--- src/rtl/div_seq_if.sv ---
// Issue/writeback bundle between ex/ctrl and the divide sequencer.
// master = issuing side (ex/ctrl), slave = div_seq.
interface div_seq_if #(
  parameter int DATA_W = 32
);
  logic              start_i;
  logic [1:0]        op_i;
  logic [DATA_W-1:0] dividend_i;
  logic [DATA_W-1:0] divisor_i;
  logic [4:0]        rd_addr_i;
  logic              flush_i;
  logic              busy_o;
  logic              hold_flag_o;
  logic              done_o;
  logic [DATA_W-1:0] rd_data_o;
  logic [4:0]        rd_addr_o;
  logic              rd_wen_o;

  modport master (
    output start_i, op_i, dividend_i, divisor_i, rd_addr_i, flush_i,
    input  busy_o, hold_flag_o, done_o, rd_data_o, rd_addr_o, rd_wen_o
  );

  modport slave (
    input  start_i, op_i, dividend_i, divisor_i, rd_addr_i, flush_i,
    output busy_o, hold_flag_o, done_o, rd_data_o, rd_addr_o, rd_wen_o
  );
endinterface

--- src/rtl/div_seq.sv ---
// RV32M DIV/DIVU/REM/REMU sequencer: radix-2 restoring divide, one step per cycle.
// Optional DIV_SEQ_EARLY_OUT_EN: finish in one cycle when |dividend| < |divisor|.
//
//   state  | meaning
//   IDLE   | waiting for start_i; special cases resolve straight to DONE
//   CALC   | one restoring step per cycle, counter 0..DATA_W-1
//   DONE   | one-cycle register-file write of the fixed-up result
module div_seq #(
  parameter int DATA_W = 32,
  parameter int CNT_W  = 6
) (
  input  logic      clk,
  input  logic      rst,
  div_seq_if.slave  bus
);

  typedef enum logic [1:0] {S_IDLE, S_CALC, S_DONE} state_t;

  localparam logic [CNT_W-1:0]  CNT_LAST = CNT_W'(DATA_W - 1);
  localparam logic [DATA_W-1:0] INT_MIN  = {1'b1, {(DATA_W-1){1'b0}}};

  state_t            state_q, state_d;
  logic [CNT_W-1:0]  cnt_q, cnt_d;
  logic [DATA_W-1:0] quo_q, quo_d;
  logic [DATA_W-1:0] rem_q, rem_d;
  logic [DATA_W-1:0] dvs_q, dvs_d;
  logic [1:0]        op_q, op_d;
  logic [4:0]        rd_addr_q, rd_addr_d;
  logic              quot_neg_q, quot_neg_d;
  logic              rem_neg_q, rem_neg_d;
  logic              special_q, special_d;

  logic              signed_op, a_neg, b_neg, accept;
  logic              div_zero, overflow, early;
  logic [DATA_W-1:0] a_mag, b_mag;
  logic [DATA_W:0]   rem_sh, trial;
  logic [DATA_W-1:0] q_fix, r_fix, result;

  assign signed_op = ~bus.op_i[0];
  assign a_neg     = signed_op & bus.dividend_i[DATA_W-1];
  assign b_neg     = signed_op & bus.divisor_i[DATA_W-1];
  assign a_mag     = a_neg ? -bus.dividend_i : bus.dividend_i;
  assign b_mag     = b_neg ? -bus.divisor_i  : bus.divisor_i;
  assign accept    = bus.start_i & ~bus.flush_i;
  assign div_zero  = (bus.divisor_i == '0);
  assign overflow  = signed_op && (bus.dividend_i == INT_MIN) && (bus.divisor_i == '1);

`ifdef DIV_SEQ_EARLY_OUT_EN
  assign early = (a_mag < b_mag);
`else
  assign early = 1'b0;
`endif

  // rem_q < dvs_q holds throughout, so bit DATA_W of the trial is the borrow.
  assign rem_sh = {rem_q, quo_q[DATA_W-1]};
  assign trial  = rem_sh - {1'b0, dvs_q};

  always_ff @(posedge clk) begin
    if (rst) begin
      state_q    <= S_IDLE;
      cnt_q      <= '0;
      quo_q      <= '0;
      rem_q      <= '0;
      dvs_q      <= '0;
      op_q       <= '0;
      rd_addr_q  <= '0;
      quot_neg_q <= 1'b0;
      rem_neg_q  <= 1'b0;
      special_q  <= 1'b0;
    end else begin
      state_q    <= state_d;
      cnt_q      <= cnt_d;
      quo_q      <= quo_d;
      rem_q      <= rem_d;
      dvs_q      <= dvs_d;
      op_q       <= op_d;
      rd_addr_q  <= rd_addr_d;
      quot_neg_q <= quot_neg_d;
      rem_neg_q  <= rem_neg_d;
      special_q  <= special_d;
    end
  end

  always_comb begin
    state_d    = state_q;
    cnt_d      = cnt_q;
    quo_d      = quo_q;
    rem_d      = rem_q;
    dvs_d      = dvs_q;
    op_d       = op_q;
    rd_addr_d  = rd_addr_q;
    quot_neg_d = quot_neg_q;
    rem_neg_d  = rem_neg_q;
    special_d  = special_q;
    case (state_q)
      S_IDLE: begin
        if (accept) begin
          op_d       = bus.op_i;
          rd_addr_d  = bus.rd_addr_i;
          quot_neg_d = a_neg ^ b_neg;
          rem_neg_d  = a_neg;
          dvs_d      = b_mag;
          cnt_d      = '0;
          special_d  = 1'b0;
          if (div_zero) begin
            quo_d     = '1;
            rem_d     = bus.dividend_i;
            special_d = 1'b1;
            state_d   = S_DONE;
          end else if (overflow) begin
            quo_d     = INT_MIN;
            rem_d     = '0;
            special_d = 1'b1;
            state_d   = S_DONE;
          end else if (early) begin
            quo_d   = '0;
            rem_d   = a_mag;
            state_d = S_DONE;
          end else begin
            quo_d   = a_mag;
            rem_d   = '0;
            state_d = S_CALC;
          end
        end
      end
      S_CALC: begin
        if (bus.flush_i) begin
          state_d = S_IDLE;
        end else begin
          quo_d = {quo_q[DATA_W-2:0], ~trial[DATA_W]};
          rem_d = trial[DATA_W] ? rem_sh[DATA_W-1:0] : trial[DATA_W-1:0];
          cnt_d = cnt_q + 1'b1;
          if (cnt_q == CNT_LAST) state_d = S_DONE;
        end
      end
      S_DONE:  state_d = S_IDLE;
      default: state_d = S_IDLE;
    endcase
  end

  // Special-case results are already in final form and skip the sign fixup.
  assign q_fix  = quot_neg_q ? -quo_q : quo_q;
  assign r_fix  = rem_neg_q  ? -rem_q : rem_q;
  assign result = special_q ? (op_q[1] ? rem_q : quo_q)
                            : (op_q[1] ? r_fix : q_fix);

  assign bus.busy_o      = (state_q == S_CALC) || (state_q == S_DONE);
  assign bus.hold_flag_o = ((state_q == S_IDLE) && accept) || (state_q == S_CALC);
  assign bus.done_o      = (state_q == S_DONE);
  assign bus.rd_wen_o    = (state_q == S_DONE);
  assign bus.rd_data_o   = (state_q == S_DONE) ? result : '0;
  assign bus.rd_addr_o   = rd_addr_q;

endmodule

--- src/flat_wrapper.sv ---
// flat-port wrapper written by rule: the top's interface ports become plain ports
module div_seq_flat 
#(
  parameter int DATA_W = 32,
  parameter int CNT_W  = 6
)
  (clk, rst, bus_start_i, bus_op_i, bus_dividend_i, bus_divisor_i, bus_rd_addr_i, bus_flush_i, bus_busy_o, bus_hold_flag_o, bus_done_o, bus_rd_data_o, bus_rd_addr_o, bus_rd_wen_o);
  div_seq_if #(.DATA_W(DATA_W)) bus_i ();
  input  logic clk;
  input  logic rst;
  input wire logic [$bits(bus_i.start_i)-1:0] bus_start_i;
  input wire logic [$bits(bus_i.op_i)-1:0] bus_op_i;
  input wire logic [$bits(bus_i.dividend_i)-1:0] bus_dividend_i;
  input wire logic [$bits(bus_i.divisor_i)-1:0] bus_divisor_i;
  input wire logic [$bits(bus_i.rd_addr_i)-1:0] bus_rd_addr_i;
  input wire logic [$bits(bus_i.flush_i)-1:0] bus_flush_i;
  output wire logic [$bits(bus_i.busy_o)-1:0] bus_busy_o;
  output wire logic [$bits(bus_i.hold_flag_o)-1:0] bus_hold_flag_o;
  output wire logic [$bits(bus_i.done_o)-1:0] bus_done_o;
  output wire logic [$bits(bus_i.rd_data_o)-1:0] bus_rd_data_o;
  output wire logic [$bits(bus_i.rd_addr_o)-1:0] bus_rd_addr_o;
  output wire logic [$bits(bus_i.rd_wen_o)-1:0] bus_rd_wen_o;
  assign bus_i.start_i = bus_start_i;
  assign bus_i.op_i = bus_op_i;
  assign bus_i.dividend_i = bus_dividend_i;
  assign bus_i.divisor_i = bus_divisor_i;
  assign bus_i.rd_addr_i = bus_rd_addr_i;
  assign bus_i.flush_i = bus_flush_i;
  assign bus_busy_o = bus_i.busy_o;
  assign bus_hold_flag_o = bus_i.hold_flag_o;
  assign bus_done_o = bus_i.done_o;
  assign bus_rd_data_o = bus_i.rd_data_o;
  assign bus_rd_addr_o = bus_i.rd_addr_o;
  assign bus_rd_wen_o = bus_i.rd_wen_o;
  div_seq #(.DATA_W(DATA_W), .CNT_W(CNT_W)) u_core (.clk(clk), .rst(rst), .bus(bus_i));
endmodule
--- config.mk ---
export PLATFORM = sky130hd
export DESIGN_NAME = div_seq_flat
export DESIGN_NICKNAME = d
export VERILOG_FILES = /design/src/rtl/div_seq_if.sv /design/src/rtl/div_seq.sv /design/src/flat_wrapper.sv
export SDC_FILE = /design/constraint.sdc
export NUM_CORES = 1
export LEC_CHECK = 0
export ABC_AREA = 1
export CORE_MARGIN = 2
export CORE_UTILIZATION = 30
export CTS_CLUSTER_SIZE = 12
export DETAILED_ROUTE_END_ITERATION = 10
export PLACE_DENSITY = 0.54
export SYNTH_ARGS = -nofsm -noshare
export SYNTH_HDL_FRONTEND = slang
export SYNTH_SLANG_ARGS = --single-unit
--- constraint.sdc ---
create_clock -name clk -period 3.5 [get_ports clk]
set_input_delay 0.35 -clock clk [delete_from_list [all_inputs] [get_ports clk]]
set_output_delay 0.35 -clock clk [all_outputs]
set_load 0.1 [all_outputs]
* After elaboration in Yosys (flattened, before gate mapping)
Index checks and enable logic that the tools add are counted.
Widths: inputs -> output; s select.
** Operators by class
- Shifts and indexed selects :: 0
- $mul :: 0
- Add/sub/neg operators :: 6
- Bitwise gates (word level) :: 7
- Reduce and logical (&&, ||, !) cells :: 11
- Mux-type cells :: 29
- Div/mod/pow operators :: 0
- $lt $le $gt $ge :: 0
- Equal/unequal tests :: 8
** Operators with widths (number)
- $mux 32 :: 16
- $neg 32->32 :: 4
- $pmux 32 s2 :: 2
- $eq 32x32->1 const B :: 2
- $sub 33x32->33 :: 1
- $logic_not 32->1 :: 1
- $mux 6 :: 2
- $pmux 6 s2 :: 1
- $mux 2 :: 5
- $add 6x1->6 const B :: 1
- $eq 6x5->1 const B :: 1
- $pmux 2 s2 :: 1
- $reduce_and 2->1 :: 2
- $and 1x1->1 :: 3
- $logic_and 1x1->1 :: 3
- $ne 3x2->1 const B :: 1
- $not 1->1 :: 3
- $reduce_and 3->1 :: 1
- $eq 2x1->1 const B :: 1
- $eq 2x2->1 const B :: 1
- $logic_not 2->1 :: 1
- $logic_or 1x1->1 :: 2
- $mux 1 :: 2
- $ne 2x1->1 const B :: 1
- other kinds (3) :: 3
** Storage, ports and cells
- Latch bits :: 0
- Flip-flop bits (word level) :: 114
- Memory bits (writable) :: 0
- ROM bits :: 0
- Memories :: 0
- Output and inout port bits :: 41
- Input port bits :: 75
- Logic and storage cells :: 71

* Logic depth before layout (Yosys ltp)
- Depth in word-level cells :: 7
- Gate-level depth with buffers :: 18

* Worst setup path after synthesis
No wires, ideal clock.
- Path kind :: register to output
- Start point :: register u_core.state_q[0]
- End point :: output port bus_rd_data_o[10]
- Arrival time :: 3.953 ns
- Cell stages (with the launch flop) :: 7
- Slack :: -0.803 ns
- Path through :: dfxtp_1 inv_1 ha_1 clkbuf_1 inv_1 clkbuf_1 nor3_1
** On the way
- Word-level cells in the longest chain between the ends :: 2
** RTL lines
- from (decl) :: line div_seq.sv:22 : state_t state_q, state_d;
- from (signal assigned) :: line div_seq.sv:71 : state_q <= state_d;
- $eq 2x2->1
- via bus_done_o :: line flat_wrapper.sv:19 : output wire logic [$bits(bus_i.done_o)-1:0] bus_done_o;
- $mux 32 :: line div_seq.sv:151 : assign bus.rd_data_o = (state_q == S_DONE) ? result : '0;
- to (decl) :: line flat_wrapper.sv:20 : output wire logic [$bits(bus_i.rd_data_o)-1:0] bus_rd_data_o;
The timed path passes the listed nets, and every way through them passes these cells.

* Worst setup path in the final report
- Start point :: register u_core.rem_q[1]
- End point :: output port bus_rd_data_o[30]
** On the way
- Word-level cells in the longest chain between the ends :: 5
** RTL lines
- from (decl) :: line div_seq.sv:25 : logic [DATA_W-1:0] rem_q, rem_d;
- from (signal assigned) :: line div_seq.sv:74 : rem_q <= rem_d;
- $neg 32->32 :: line div_seq.sv:143 : assign r_fix = rem_neg_q ? -rem_q : rem_q;
- $mux 32 :: line div_seq.sv:143
- $mux 32 :: line div_seq.sv:145 : : (op_q[1] ? r_fix : q_fix);
- $mux 32 :: line div_seq.sv:144 : assign result = special_q ? (op_q[1] ? rem_q : quo_q)
- $mux 32 :: line div_seq.sv:151
No other way between the ends.

==> results by group <==
Run status
  – Status: finished clean

Placed design
  – PortBufs: ~120
  – Worst slack at placement: 0.450 ns
  – DP HPWL: 48700 microns
  – Placed inst area: 15100 sq um
  – Placer congestion estimate: 0.990

Setup path
  – R2R depth: 17
  – CP Data Required Time: ~3.2 ns
  – Worst EP arrival: around 2.9 ns
  – Worst Setup End Kind: output pin
  – CP Class: reg -> out
  – CP Max Fanout: 4
  – Critical Path Start Type: flip-flop

STA
  – Slew Limit Headroom: 0.343
  – Worst Max-Slew Pin Slew: around 0.98 ns
  – Final Max Tran Viols: 0
  – Final setup skew: 0.0160 ns
  – Final critical-path required period: ~3.3 ns
  – Final Cycle Share: 0.936
  – # setup viols final: 0
  – RSZ-0062 raised after global routing: false
  – Final hold violation count: 0
  – WHS: 0.457 ns
  – Worst setup margin: 0.226 ns
  – F_max: 305 MHz

Floorplan
  – Initial core utilization: 0.304
  – DIE HEIGHT: between 200 and 250 microns
  – Ports: 116
  – Rows: 76
  – Die W: ~210 microns
  – Core area: between 40000 and 50000 sq um
  – Die area: between 40000 and 50000 sq um

Power
  – Pwr Density: between 1000 and 1500 nW/um^2
  – Combinational share of power: 0.737
  – Leak: 7.57 nW
  – Sw frac: 0.610
  – Maximum VDD drop: 0.406 mV
  – Seq pwr share: 0.141
  – Net switching power: roughly 9.6 mW
  – Final Power: 15.8 mW
  – Power Internal: 6.17 mW
  – Clk pwr share: 0.122

Detailed routing
  – ANT nets after route: 0
  – Vias per cell: roughly 5.3
  – First-pass DRT Iterations: 7
  – Wire per inst: about 20 microns
  – Via count: 16500
  – DR DRC count: 0
  – DRT iter0 DRCs: 1561
  – Routed WL: 60900 microns

GRT
  – Total Routing Usage GR: 0.268
  – First-pass GRT wire length: between 90000 and 100000 microns
  – Number of global-route vias before repair: 15300
  – Antenna violations before repair: 0
  – Remaining global-route overflow: 0
  – Pin count of the biggest net entering global routing: 93

Worst hold path
  – Worst hold path cell count: 2
  – Hold/Removal Path Class: reg -> reg

Logic synthesis
  – Post-synth net total: 2561
  – Top_reg_cell synth: dfxtp_1
  – Mapped Cells: 2444
  – Yosys top cell by area: nand2_1
  – Fraction of registers with async set/reset: 0
  – Post-synthesis register bit count: roughly 110
  – Warnings from Yosys: 0
  – Post-synth EDFFs: 0
  – Synth top area share: 0.186
  – Top-count cell post-synth: nand2_1
  – Area of the mapped netlist: 13100 sq um
  – Synth top area cells: nand2_1 (19%), dfxtp_1 (17%), inv_1 (11%)
  – Post-synth top cells: nand2_1 (648), inv_1 (396), nand3_1 (242), nor2_1 (238), a21oi_1 (212)
  – Mean Syn Cell Area: 5.36 sq um
  – Sequential share of the synthesized area: 0.173
  – Synth unique cells: 47

Clocking
  – CTS root buf: clkbuf_16
  – Setup bufs post-CTS: 0
  – CTS Buffer Depth: 2
  – Worst skew pair latency: 0.45 ns
  – Clock sinks: between 100 and 150
  – Clock-pin slew on the worst setup and hold paths: 0.07 ns
  – CTS tree: built
  – CTS H-tree lvls: 4
  – CTS Buf Count: 17

Final layout
  – Final Cell Area: 15700 sq um
  – Register Area: between 2000 and 2500 sq um
  – P&R area growth vs syn: 19.9%
  – Multi-input gate area: 8930 sq um
  – Antenna Cells: 0
  – FILL cells: 4872
  – NumNets Final: 2628
  – Layout cells sized above 1: 0.0630

Flow run
  – Max-cap violations: 0
## layer usage
layer  GRT usage  vias to the layer above  share of wire
met2       0.420                      719           0.44
li1            -                     8001              -
met5           0                        -              0
met1       0.366                     7630           0.45
met3      0.0360                      127          0.073
met4       0.118                        0          0.044
## power by group through the flow
stage	Sequential (mW)	Combinational [mW]	Clock (mW)
5_1_grt	2.25	12.9	2.00
2_1_floorplan	2.00	8.19	0
3_5_place_dp	2.24	11.4	0
4_1_cts	2.21	11.4	1.95
3_3_place_gp	2.23	11.3	0
6_report	2.23	11.7	1.93
## final timing paths
path | end | slack, ns | start
setup reg to reg | u_core.rem_q[20]$_SDFFE_PP0P_ | 0.35 | u_core.quo_q[31]$_SDFFE_PP0P_
hold reg to reg | u_core.cnt_q[4]$_SDFFE_PP0P_ | 0.46 | u_core.cnt_q[4]$_SDFFE_PP0P_
hold / removal | u_core.cnt_q[4]$_SDFFE_PP0P_ | 0.46 | u_core.cnt_q[4]$_SDFFE_PP0P_
setup / recovery | bus_rd_data_o[30] | 0.23 | u_core.rem_q[1]$_SDFFE_PP0P_
## flip-flops by register name (all words and copies together) (netlist names)
register	flops
u_core.bus.rd_addr_o	5
u_core.cnt_q	6
u_core.dvs_q	32
u_core.op_q	1
u_core.quo_q	32
u_core.quot_neg_q	1
u_core.rem_neg_q	1
u_core.rem_q	32
u_core.special_q	1
u_core.state_q	2
## repair_timing
action | CTS | global route
endpoints found under the setup margin | 0 | 2
hold buffers | 0 | 0
gates resized for setup | 0 | 2
## cells by family (layout without fill, tap and decap cells)
family / after synthesis / after routing / synth area share
adder cells (fa/ha/maj): 42 / 42 / 0.0407
AND/OR/NAND/NOR: 1259 / 1259 / 0.411
flip-flops: 113 / 113 / 0.173
XOR/XNOR: 50 / 50 / 0.0334
AO/OA/AOI/OAI: 477 / 477 / 0.193
buffers and inverters: 503 / 583 / 0.149
## placed cells by master (no fill, tap or decap), types with 3 or more instances in the layout
master             n
nor2_4             3
inv_6              7
nand2_1          648
o21bai_1           3
nor2_2             4
clkbuf_16         17
buf_12            28
a31oi_1            5
or2_2              4
a21oi_1          203
nand2_4            3
nor4_1             4
o211ai_1          19
inv_2             11
a21oi_2           13
and3_1             3
nand4_1           39
ha_1              40
buf_4             37
clkdlybuf4s50_1   79
nor2_1           238
xnor2_1            9
o21ai_0          207
nand3b_1           7
nand3_2            4
dfxtp_1          112
o21ai_1           10
nand2_2           11
nor3_1            39
clkinv_4           3
nand3_1          242
inv_1            395
xor2_1            41
bufinv_16          3
o221ai_1           7
## critical path, cell delays in order (launching register included)
cell and delay (ns):
dfxtp_1 0.35, inv_1 0.19, ha_1 0.23, nand3_1 0.21
inv_1 0.19, nand2_1 0.11, nor2_1 0.22, nand4_1 0.11
nand2_1 0.09, nand2_1 0.05, nand3_1 0.08, nand3_1 0.09
a21oi_1 0.33, buf_12 0.23
## final cells by class
class,instances,area share
Sequential cell,113,0.144
Clock buffer,17,0.0271
Multi-Input combinational cell,1828,0.569
Timing Repair Buffer,144,0.104
Tap cell,585,0.0466
Clock inverter,15,0.0125
Inverter,407,0.0973
## stage by stage
stage / utilization / setup TNS (ns) / instances
after global routing: 0.365 / 0 / 3109
after global placement: 0.350 / 0 / 3077
after CTS: 0.364 / 0 / 3109
after detailed placement: 0.350 / 0 / 3077
final: 0.365 / 0 / 3109
after floorplan: - / -6.80 / 2444
No activity file was read; power rests on OpenSTA's default activity.
